**src/rtl/ps2_host_tx.sv**
```systemverilog
// ps2_host_tx -- PS/2 host-to-device command transmitter.
//
// Sends one command byte (e.g. 0xED LED update, 0xFF reset) to a PS/2
// keyboard. The PS/2 clock and data lines are open-drain, so this block only
// produces pull-low enables. The keyboard still generates the bit clock.
// The host inhibits the clock, places the start bit and releases the clock.
// It then shifts data, odd parity and stop on successive falling clock edges
// and checks the device ack on the 11th falling edge.
//
// Ports
//   KB_CLK       in   system clock
//   SYS_RESET_N  in   asynchronous active-low reset
//   TX_DATA[7:0] in   command byte, sampled when a TX_STB is accepted
//   TX_STB       in   one-cycle start request (ignored while busy)
//   TX_BUSY      out  high from the accepted request until back in IDLE
//   TX_DONE      out  one-cycle pulse: byte sent and device ack seen
//   TX_ERR       out  one-cycle pulse: timeout or missing ack
//   PS2_CLK_IN   in   raw PS/2 clock pin (asynchronous)
//   PS2_DAT_IN   in   raw PS/2 data pin (asynchronous)
//   PS2_CLK_OE   out  1 = pull PS/2 clock low
//   PS2_DAT_OE   out  1 = pull PS/2 data low
//   CAPS         in   caps-lock state (only with PS2_TX_LED_EN)
//
// Build option
//   PS2_TX_LED_EN : adds the CAPS port and an LED sequencer. Any CAPS edge
//                   queues the two-byte sequence 0xED, {5'b0,CAPS,2'b0}.
//
// INHIBIT_CYCLES must exceed the clock filter latency (about FILTER_LEN+3
// cycles). That way the falling edge caused by our own inhibit is seen
// before the clock is released.

module ps2_host_tx #(
    parameter int INHIBIT_CYCLES = 5000,
    parameter int TIMEOUT_CYCLES = 750000,
    parameter int FILTER_LEN     = 8
) (
    input  logic       KB_CLK,
    input  logic       SYS_RESET_N,
    input  logic [7:0] TX_DATA,
    input  logic       TX_STB,
    output logic       TX_BUSY,
    output logic       TX_DONE,
    output logic       TX_ERR,
    input  logic       PS2_CLK_IN,
    input  logic       PS2_DAT_IN,
    output logic       PS2_CLK_OE,
    output logic       PS2_DAT_OE
`ifdef PS2_TX_LED_EN
    ,
    input  logic       CAPS
`endif
);

    localparam int CNT_MAX = (TIMEOUT_CYCLES > INHIBIT_CYCLES) ? TIMEOUT_CYCLES : INHIBIT_CYCLES;
    localparam int CW      = $clog2(CNT_MAX + 1);
    localparam int FW      = $clog2(FILTER_LEN + 1);

    localparam logic [CW-1:0] INH_DAT  = CW'(INHIBIT_CYCLES - 2);
    localparam logic [CW-1:0] INH_LAST = CW'(INHIBIT_CYCLES - 1);
    localparam logic [CW-1:0] TMO_LAST = CW'(TIMEOUT_CYCLES - 1);
    localparam logic [FW-1:0] FLT_LAST = FW'(FILTER_LEN - 1);

    typedef enum logic [2:0] {IDLE, INHIBIT, REQ, SHIFT, WAITREL} state_t;

    // Odd parity: the parity bit makes the total count of ones odd.
    function automatic logic [8:0] frame_of(input logic [7:0] d);
        return {~^d, d};
    endfunction

    // ------------------------------------------------------------------
    // Pin synchronizers and clock glitch filter
    // ------------------------------------------------------------------
    logic [1:0]    clk_sync;
    logic [1:0]    dat_sync;
    logic          clk_filt;
    logic [FW-1:0] flt_cnt;
    logic          fall;

    // The synchronizers and filter reset to 1 because an idle PS/2 bus
    // floats high. This avoids a spurious edge right after reset.
    always_ff @(posedge KB_CLK or negedge SYS_RESET_N) begin
        if (!SYS_RESET_N) begin
            clk_sync <= 2'b11;
            dat_sync <= 2'b11;
            clk_filt <= 1'b1;
            flt_cnt  <= '0;
            fall     <= 1'b0;
        end else begin
            // NOTE: state is updated with <= so every flop samples pre-edge values, whatever the statement order.
            clk_sync <= {clk_sync[0], PS2_CLK_IN};
            dat_sync <= {dat_sync[0], PS2_DAT_IN};
            fall     <= 1'b0;
            if (clk_sync[1] == clk_filt) begin
                flt_cnt <= '0;
            end else if (flt_cnt == FLT_LAST) begin
                clk_filt <= clk_sync[1];
                flt_cnt  <= '0;
                fall     <= ~clk_sync[1];
            end else begin
                flt_cnt <= flt_cnt + FW'(1);
            end
        end
    end

    // ------------------------------------------------------------------
    // Transmit FSM
    // ------------------------------------------------------------------
    state_t        state;
    logic [8:0]    shreg;
    logic [3:0]    bit_n;
    logic [CW-1:0] cnt;

    logic          tmo;
    logic          nack;
    logic          abort;
    logic          released;
    logic          load;
    logic [7:0]    load_byte;

`ifdef PS2_TX_LED_EN
    logic          caps_q;
    logic          led_pend;
    logic [1:0]    led_phase;   // 0: none, 1: 0xED in flight, 2: LED byte in flight
`endif

    always_comb begin
        // NOTE: every signal is given a default first, so no path can infer a latch.
        tmo       = (cnt == TMO_LAST);
        nack      = (state == SHIFT) && fall && (bit_n == 4'd10) && dat_sync[1];
        abort     = ((state == REQ) || (state == SHIFT) || (state == WAITREL)) && (tmo || nack);
        released  = clk_sync[1] & dat_sync[1];
        load      = 1'b0;
        load_byte = TX_DATA;
        if (state == IDLE && TX_STB) begin
            load = 1'b1;
        end
`ifdef PS2_TX_LED_EN
        else if (state == IDLE && led_pend) begin
            load      = 1'b1;
            load_byte = 8'hED;
        end else if (state == WAITREL && !abort && released && led_phase == 2'd1) begin
            // The LED byte follows directly, so TX_BUSY never drops between the two bytes.
            load      = 1'b1;
            load_byte = {5'b0, CAPS, 2'b0};
        end
`endif
    end

    always_ff @(posedge KB_CLK or negedge SYS_RESET_N) begin
        if (!SYS_RESET_N) begin
            state      <= IDLE;
            shreg      <= '0;
            bit_n      <= '0;
            cnt        <= '0;
            TX_BUSY    <= 1'b0;
            TX_DONE    <= 1'b0;
            TX_ERR     <= 1'b0;
            PS2_CLK_OE <= 1'b0;
            PS2_DAT_OE <= 1'b0;
`ifdef PS2_TX_LED_EN
            caps_q     <= 1'b0;
            led_pend   <= 1'b0;
            led_phase  <= 2'd0;
`endif
        end else begin
            TX_DONE <= 1'b0;
            TX_ERR  <= 1'b0;
            if (abort) begin
                // Timeout or missing ack: release the bus and report in the same cycle.
                state      <= IDLE;
                cnt        <= '0;
                TX_BUSY    <= 1'b0;
                TX_ERR     <= 1'b1;
                PS2_CLK_OE <= 1'b0;
                PS2_DAT_OE <= 1'b0;
`ifdef PS2_TX_LED_EN
                led_pend   <= 1'b0;
                led_phase  <= 2'd0;
`endif
            end else begin
                case (state)
                    IDLE: begin
`ifdef PS2_TX_LED_EN
                        if (!TX_STB && led_pend) led_phase <= 2'd1;
`endif
                    end
                    INHIBIT: begin
                        cnt <= cnt + CW'(1);
                        // The start bit goes out during the last inhibit cycle, before the clock is released.
                        if (cnt == INH_DAT) PS2_DAT_OE <= 1'b1;
                        if (cnt == INH_LAST) begin
                            PS2_CLK_OE <= 1'b0;
                            PS2_DAT_OE <= 1'b1;
                            cnt        <= '0;
                            state      <= REQ;
                        end
                    end
                    REQ: begin
                        cnt   <= cnt + CW'(1);
                        bit_n <= '0;
                        state <= SHIFT;
                    end
                    SHIFT: begin
                        cnt <= cnt + CW'(1);
                        if (fall) begin
                            if (bit_n != 4'd11) bit_n <= bit_n + 4'd1;
                            if (bit_n <= 4'd8) begin
                                // Falls 1..9: data LSB first, then parity.
                                PS2_DAT_OE <= ~shreg[0];
                                shreg      <= {1'b0, shreg[8:1]};
                            end else if (bit_n == 4'd9) begin
                                PS2_DAT_OE <= 1'b0;    // stop bit: release
                            end else begin
                                state <= WAITREL;      // fall 11 with ack; nack goes through abort
                            end
                        end
                    end
                    WAITREL: begin
                        cnt <= cnt + CW'(1);
                        if (released) begin
                            TX_DONE <= 1'b1;
                            TX_BUSY <= 1'b0;
                            state   <= IDLE;
`ifdef PS2_TX_LED_EN
                            if (led_phase == 2'd1) begin
                                led_phase <= 2'd2;
                            end else if (led_phase == 2'd2) begin
                                led_phase <= 2'd0;
                                led_pend  <= 1'b0;
                            end
`endif
                        end
                    end
                    default: state <= IDLE;
                endcase
                if (load) begin
                    shreg      <= frame_of(load_byte);
                    cnt        <= '0;
                    bit_n      <= '0;
                    TX_BUSY    <= 1'b1;
                    PS2_CLK_OE <= 1'b1;
                    PS2_DAT_OE <= 1'b0;
                    state      <= INHIBIT;
                end
            end
`ifdef PS2_TX_LED_EN
            // Placed last so that a CAPS edge re-arms the sequence even while it is being cleared.
            caps_q <= CAPS;
            if (CAPS != caps_q) led_pend <= 1'b1;
`endif
        end
    end

endmodule

```
**config.mk**
```make
export PLATFORM = sky130hd
export DESIGN_NAME = ps2_host_tx
export DESIGN_NICKNAME = d
export VERILOG_FILES = /design/src/rtl/ps2_host_tx.sv
export SDC_FILE = /design/constraint.sdc
export NUM_CORES = 1
export LEC_CHECK = 0
export BUFFER_PORTS_ARGS = -buffer_cell sky130_fd_sc_hd__clkbuf_2
export CAP_MARGIN = 15
export CELL_PAD_IN_SITES_DETAIL_PLACEMENT = 1
export CELL_PAD_IN_SITES_GLOBAL_PLACEMENT = 2
export CORE_MARGIN = 2
export CORE_UTILIZATION = 38
export CTS_BUF_LIST = sky130_fd_sc_hd__clkbuf_16
export DETAILED_ROUTE_END_ITERATION = 16
export PLACE_DENSITY = 0.87
export SETUP_SLACK_MARGIN = 0.3
export SYNTH_ARGS = -nofsm -noshare
export SYNTH_HDL_FRONTEND = slang
export SYNTH_SLANG_ARGS = --single-unit
```
**constraint.sdc**
```tcl
create_clock -name KB_CLK -period 2.8 [get_ports KB_CLK]
set_input_delay 0.56 -clock KB_CLK [delete_from_list [all_inputs] [get_ports KB_CLK]]
set_output_delay 0.56 -clock KB_CLK [all_outputs]
set_load 0.05 [all_outputs]
```
* Yosys cells after proc, flatten, opt, wreduce, memory -nomap -nowiden *
Cells that the tools add are included.

storage, ports and cells
  register bits = 51
  bits of input ports = 13
  output and inout port bits = 5
  word-level logic and storage cells = 118

cells by class
  add/subtract/negate cells = 3
  order comparisons = 1
  equality and inequality tests = 22
  multiplexer cells = 45
  bitwise operators = 5
  reduce and logical (&&, ||, !) cells = 28

operator list
  cell                     count
  $mux W20                 3
  $eq A20 B13 Y1 const B   2
  $pmux W20 S2             1
  $mux W9                  4
  $ne A4 B4 Y1 const B     6
  $mux W1                  22
  $mux W3                  7
  $add A20 B1 Y20 const B  1
  $eq A20 B20 Y1 const B   1
  $mux W4                  5
  $pmux W3 S5              1
  $reduce_bool A3 Y1       5
  $reduce_and A4 Y1        3
  $add A4 B1 Y4 const B    2
  $eq A4 B4 Y1 const B     2
  $pmux W4 S2              1
  $reduce_bool A4 Y1       2
  $reduce_xnor A8 Y1       1
  $eq A3 B2 Y1 const B     2
  $ne A3 B3 Y1 const B     2
  $reduce_and A2 Y1        3
  $reduce_and A6 Y1        1
  $reduce_bool A2 Y1       3
  $logic_and A1 B1 Y1      5
  14 further kinds         19

* Depth between registers and ports, before layout *
  depth in word-level cells = 8
  depth in mapped cells = 10
  gate-level depth less buffers = 9

* Worst setup path before layout *
No wires, ideal clock.

  path type = register to register
  from = reg cnt[4]
  to = reg cnt[2]
  library setup time = 0.118 ns
  data arrival time = 2.431 ns
  data required time = 2.682 ns
  path slack = 0.251 ns
  stages on the path, launching flop included = 7
  path buffers = 0
  clock period less this slack = 2.549 ns
  path through = dfrtp_1 > or4b_4 > or4b_4 > or4_4 > a32oi_4 > o21ai_0 > a21o_1

between the ends
  cells in the longest elaborated chain, start to end = 5
  elaborated cells between the ends (all ways) = 9
  classes of those cells = 2 x eq/ne; 4 x mux; 3 x reduce/logical

RTL lines
  item                    line  source
  from (decl)             111   logic [CW-1:0] cnt;
  from (signal assigned)  188   cnt <= cnt + CW'(1);
  from (signal assigned)  199   cnt <= cnt + CW'(1);
  from (signal assigned)  204   cnt <= cnt + CW'(1);
  $eq A20 B13 Y1          191   if (cnt == INH_LAST) begin
  $mux W20                191
  $pmux W20 S2            181   case (state)
  $mux W20                236   if (load) begin
  $mux W20                168   if (abort) begin

Several ways; a longest one is shown, not always the timed one.
A chain may end at the register's enable or synchronous reset.

* Worst setup path after layout *
  from = reg cnt[4]
  to = reg cnt[0]

The elaborated chain is that of the path after synthesis.

==> results.tsv <==
metric	value	unit
r2r_start	cnt[4]	
dieHeight	90.1	µm
postRouteAntennaNets	0	
drt-pass1-iter-count	4	
syn_area	2820	µm²
grtUsageTotal	18.1	%
synthXorXnorAreaFrac	7.77	%
dpl.hpwl	5100	µm
synth-seq-area-share	45.5	%
synth-compound-area-share	15.0	%
grt_pass1_wl	11900	µm
gp_congestion	0.817	
antenna_found_initial	0	
fin_tns_setup	0	ns
cts_tree	built	
p_int	1.47	mW
finalCritPeriodShare	93.6	%
postRouteWirelength	6980	µm
start_util	39.0	%
worst_pin_slew	0.563	ns
crit_top_cell	or4b_4	
drive_above_1_share	20.6	%
synth_top_area_share	40.9	%
p_clk_share	27.1	%
cts_buffer_depth	2	
synth-simple-area-share	25.6	%
clock_sinks	51	
synth.most_common_cell	dfrtp_1	
num_rows	31	
root_buffer	clkbuf_16	
crit_fanout	8	
finalMaxSlewViolations	0	
viasPerCell	5.30	
final_cells	439	
htree_levels	2	
synth_top_family_by_area	simple AND/OR/NAND/NOR gates	
cap_violations	0	
antenna_cells	0	
synthAdderAreaFrac	3.11	%
met2_usage	28.9	%
syn-num-nets	324	
grt_util_met3	3.44	%
critPathLaunch	cnt[4]	
criticalPathCategory	flip-flop to flip-flop	
arrival	2.79	ns
crit_buf_inv	0	
fin_skew	0.00937	ns
cp-start-kind	flip-flop	
pwr-share-comb	27.0	%
postLayoutCellArea	3330	µm²
finalHoldViolCount	0	
io_buffer_count	17	
syn_area_per_cell	9.26	µm²
vias	2328	
ys_ff_latch	51	
synth_cells	304	
synth_top_cell_by_area	dfrtp_1	
worstSetupEndpointType	flip-flop	
synth.distinct_cells	52	
drt_iter0_drc	203	
synth_common_cells	dfrtp_1 (46), nor2_1 (41), nand2_1 (29), nand3_1 (16)	
fill_cells	871	
muxShareOfSynthArea	0.400	%
utilization	46.2	%
cpLargestDelayFamily	simple AND/OR/NAND/NOR gates	
grt.busiest_layer	met2	
max_freq	382	MHz
crit_slowest_cell	or4b_4	
placed_cell_area	3090	µm²
p_sw_share	32.7	%
fin_crit	2.62	ns
wl_per_cell	15.9	µm
powerDensity	655	nW/µm²
leakagePower	1.46	nW
io_pins	18	
seqPwrFrac	45.9	%
overflow	0	
min_path_type	primary input to async pin	
path_clk_slew	0.07	ns
slew_headroom	62.2	%
slowest_delay	0.55	ns
setup_viol	0	
yosys_most_used_dff	dfrtp_1	
outcome	finished clean	
worstSkewPairLatency	0.29	ns
worst_ep_required_time	2.97	ns
grt_pass1_vias	2414	
setup_slack	0.179	ns
netlist_top_cells_area	dfrtp_1 (41%), nor2_1 (5.5%), dfstp_2 (4.7%)	
cts_made_buffers	5	
ir_drop	0.000280	V
core_area	7210	µm²
dp.cells	425	
die_w	90.1	µm
crit_chain	or4b_4 > or4b_4 > or4_4 > a32oi_4 > or4_2 > a32oi_1	
grt_max_degree	30	
switching_power	0.713	mW
die_area	8120	µm²
grt.met1_usage	25.5	%
yosysWarnings	0	
nNetsFinal	359	
synth-edff-count	0	
place_ws	0.0863	ns
synthArstFlopShare	100	%
rsz0062_at_grt	yes	
drc	0	
syn2layout_area_growth	18.3	%
[stage by stage]
stage / hold WS, ns / power [mW]
after floorplan: 0.264 / 1.40
after global placement: 0.348 / 1.56
after detailed placement: 0.349 / 1.58
after CTS: 0.272 / 2.19
after global routing: 0.291 / 2.34
final: 0.256 / 2.18
[power by group through the flow]
stage	combinational (mW)	sequential, mW	clock (mW)
floorplan	0.385	1.02	0
global placement	0.548	1.01	0
detailed placement	0.562	1.02	0
CTS	0.576	1.01	0.611
global route	0.676	1.02	0.636
finish	0.590	1.00	0.591
[final cells by class]
cell class	instances	area [µm²]	area share (%)
multi-input combinational	234	1500	45.1
sequential	51	1280	38.5
timing repair buffer	37	243	7.29
clock buffer	5	125	3.76
tap	99	124	3.72
inverter	10	40.0	1.20
clock inverter	3	16.3	0.488
[layer usage]
layer | wire length, µm | vias up
met2 | 3320 | 30
met1 | 3330 | 1151
met4 | 72 | 0
li1 | - | 1141
met3 | 258 | 6
met5 | 0 | -
[path summary, 6_finish.rpt]
kind                                to  slack (ns)  cells after the start
max                             cnt[0]        0.18                      6
min                               fall        0.26                      2
max reg2reg                     cnt[0]        0.18                      6
min reg2reg                dat_sync[1]        0.36                      0
max in group asynchronous  clk_sync[0]        2.19                      2
min in group KB_CLK        dat_sync[0]        0.34                      1
[timing repair]
item / CTS / global route
hold buffers: 0 / 0
buffers inserted: 3 / 3
pin swaps: 6 / 2
resized for setup: 12 / 5
endpoints found under the setup margin: 22 / 27
[registers in the layout (all words and copies together) (netlist names)]
name and count:
shreg 9, TX_DONE 1, flt_cnt 4, state 3
PS2_DAT_OE 1, TX_ERR 1, clk_filt 1, clk_sync 2
dat_sync 2, TX_BUSY 1, cnt 20, fall 1
bit_n 4, PS2_CLK_OE 1
[worst reg2reg max path, cell delays in order, from the launching register on]
cell and delay [ns]:
dfrtp_1 0.40, or4b_4 0.55, or4b_4 0.54, or4_4 0.45, a32oi_4 0.29, or4_2 0.18
a32oi_1 0.09
[logic make-up (layout without fill, tap and decap cells)]
kind of cell | count (synthesis) | after routing
mux | 1 | 1
fa+ha+maj | 7 | 7
xor+xnor | 25 | 25
flops | 51 | 51
simple gates | 139 | 139
compound gates | 62 | 62
buf+inv | 19 | 55
[cell usage in the layout, fill, tap and decap left out, types with 4 or more instances in the layout]
cell       synthesis  layout
dfrtp_1           46      46
nand3b_1           5       5
buf_4              0      18
nand3_1           16      16
a21o_1             4       4
clkbuf_2           0      17
o21ai_0           15      12
nand2_1           29      29
xor2_1            10      10
nand4_1            5       5
or2_2              5       5
nor2b_1            4       4
nor2_1            41      41
nor4_1             5       5
ha_1               7       7
inv_1             10      10
dfstp_2            5       5
a21oi_1           11      11
xnor2_1           15      15
and3_1             4       4
clkbuf_16          0       5
a31oi_1            8       8
(Power assumes the default switching activity.)
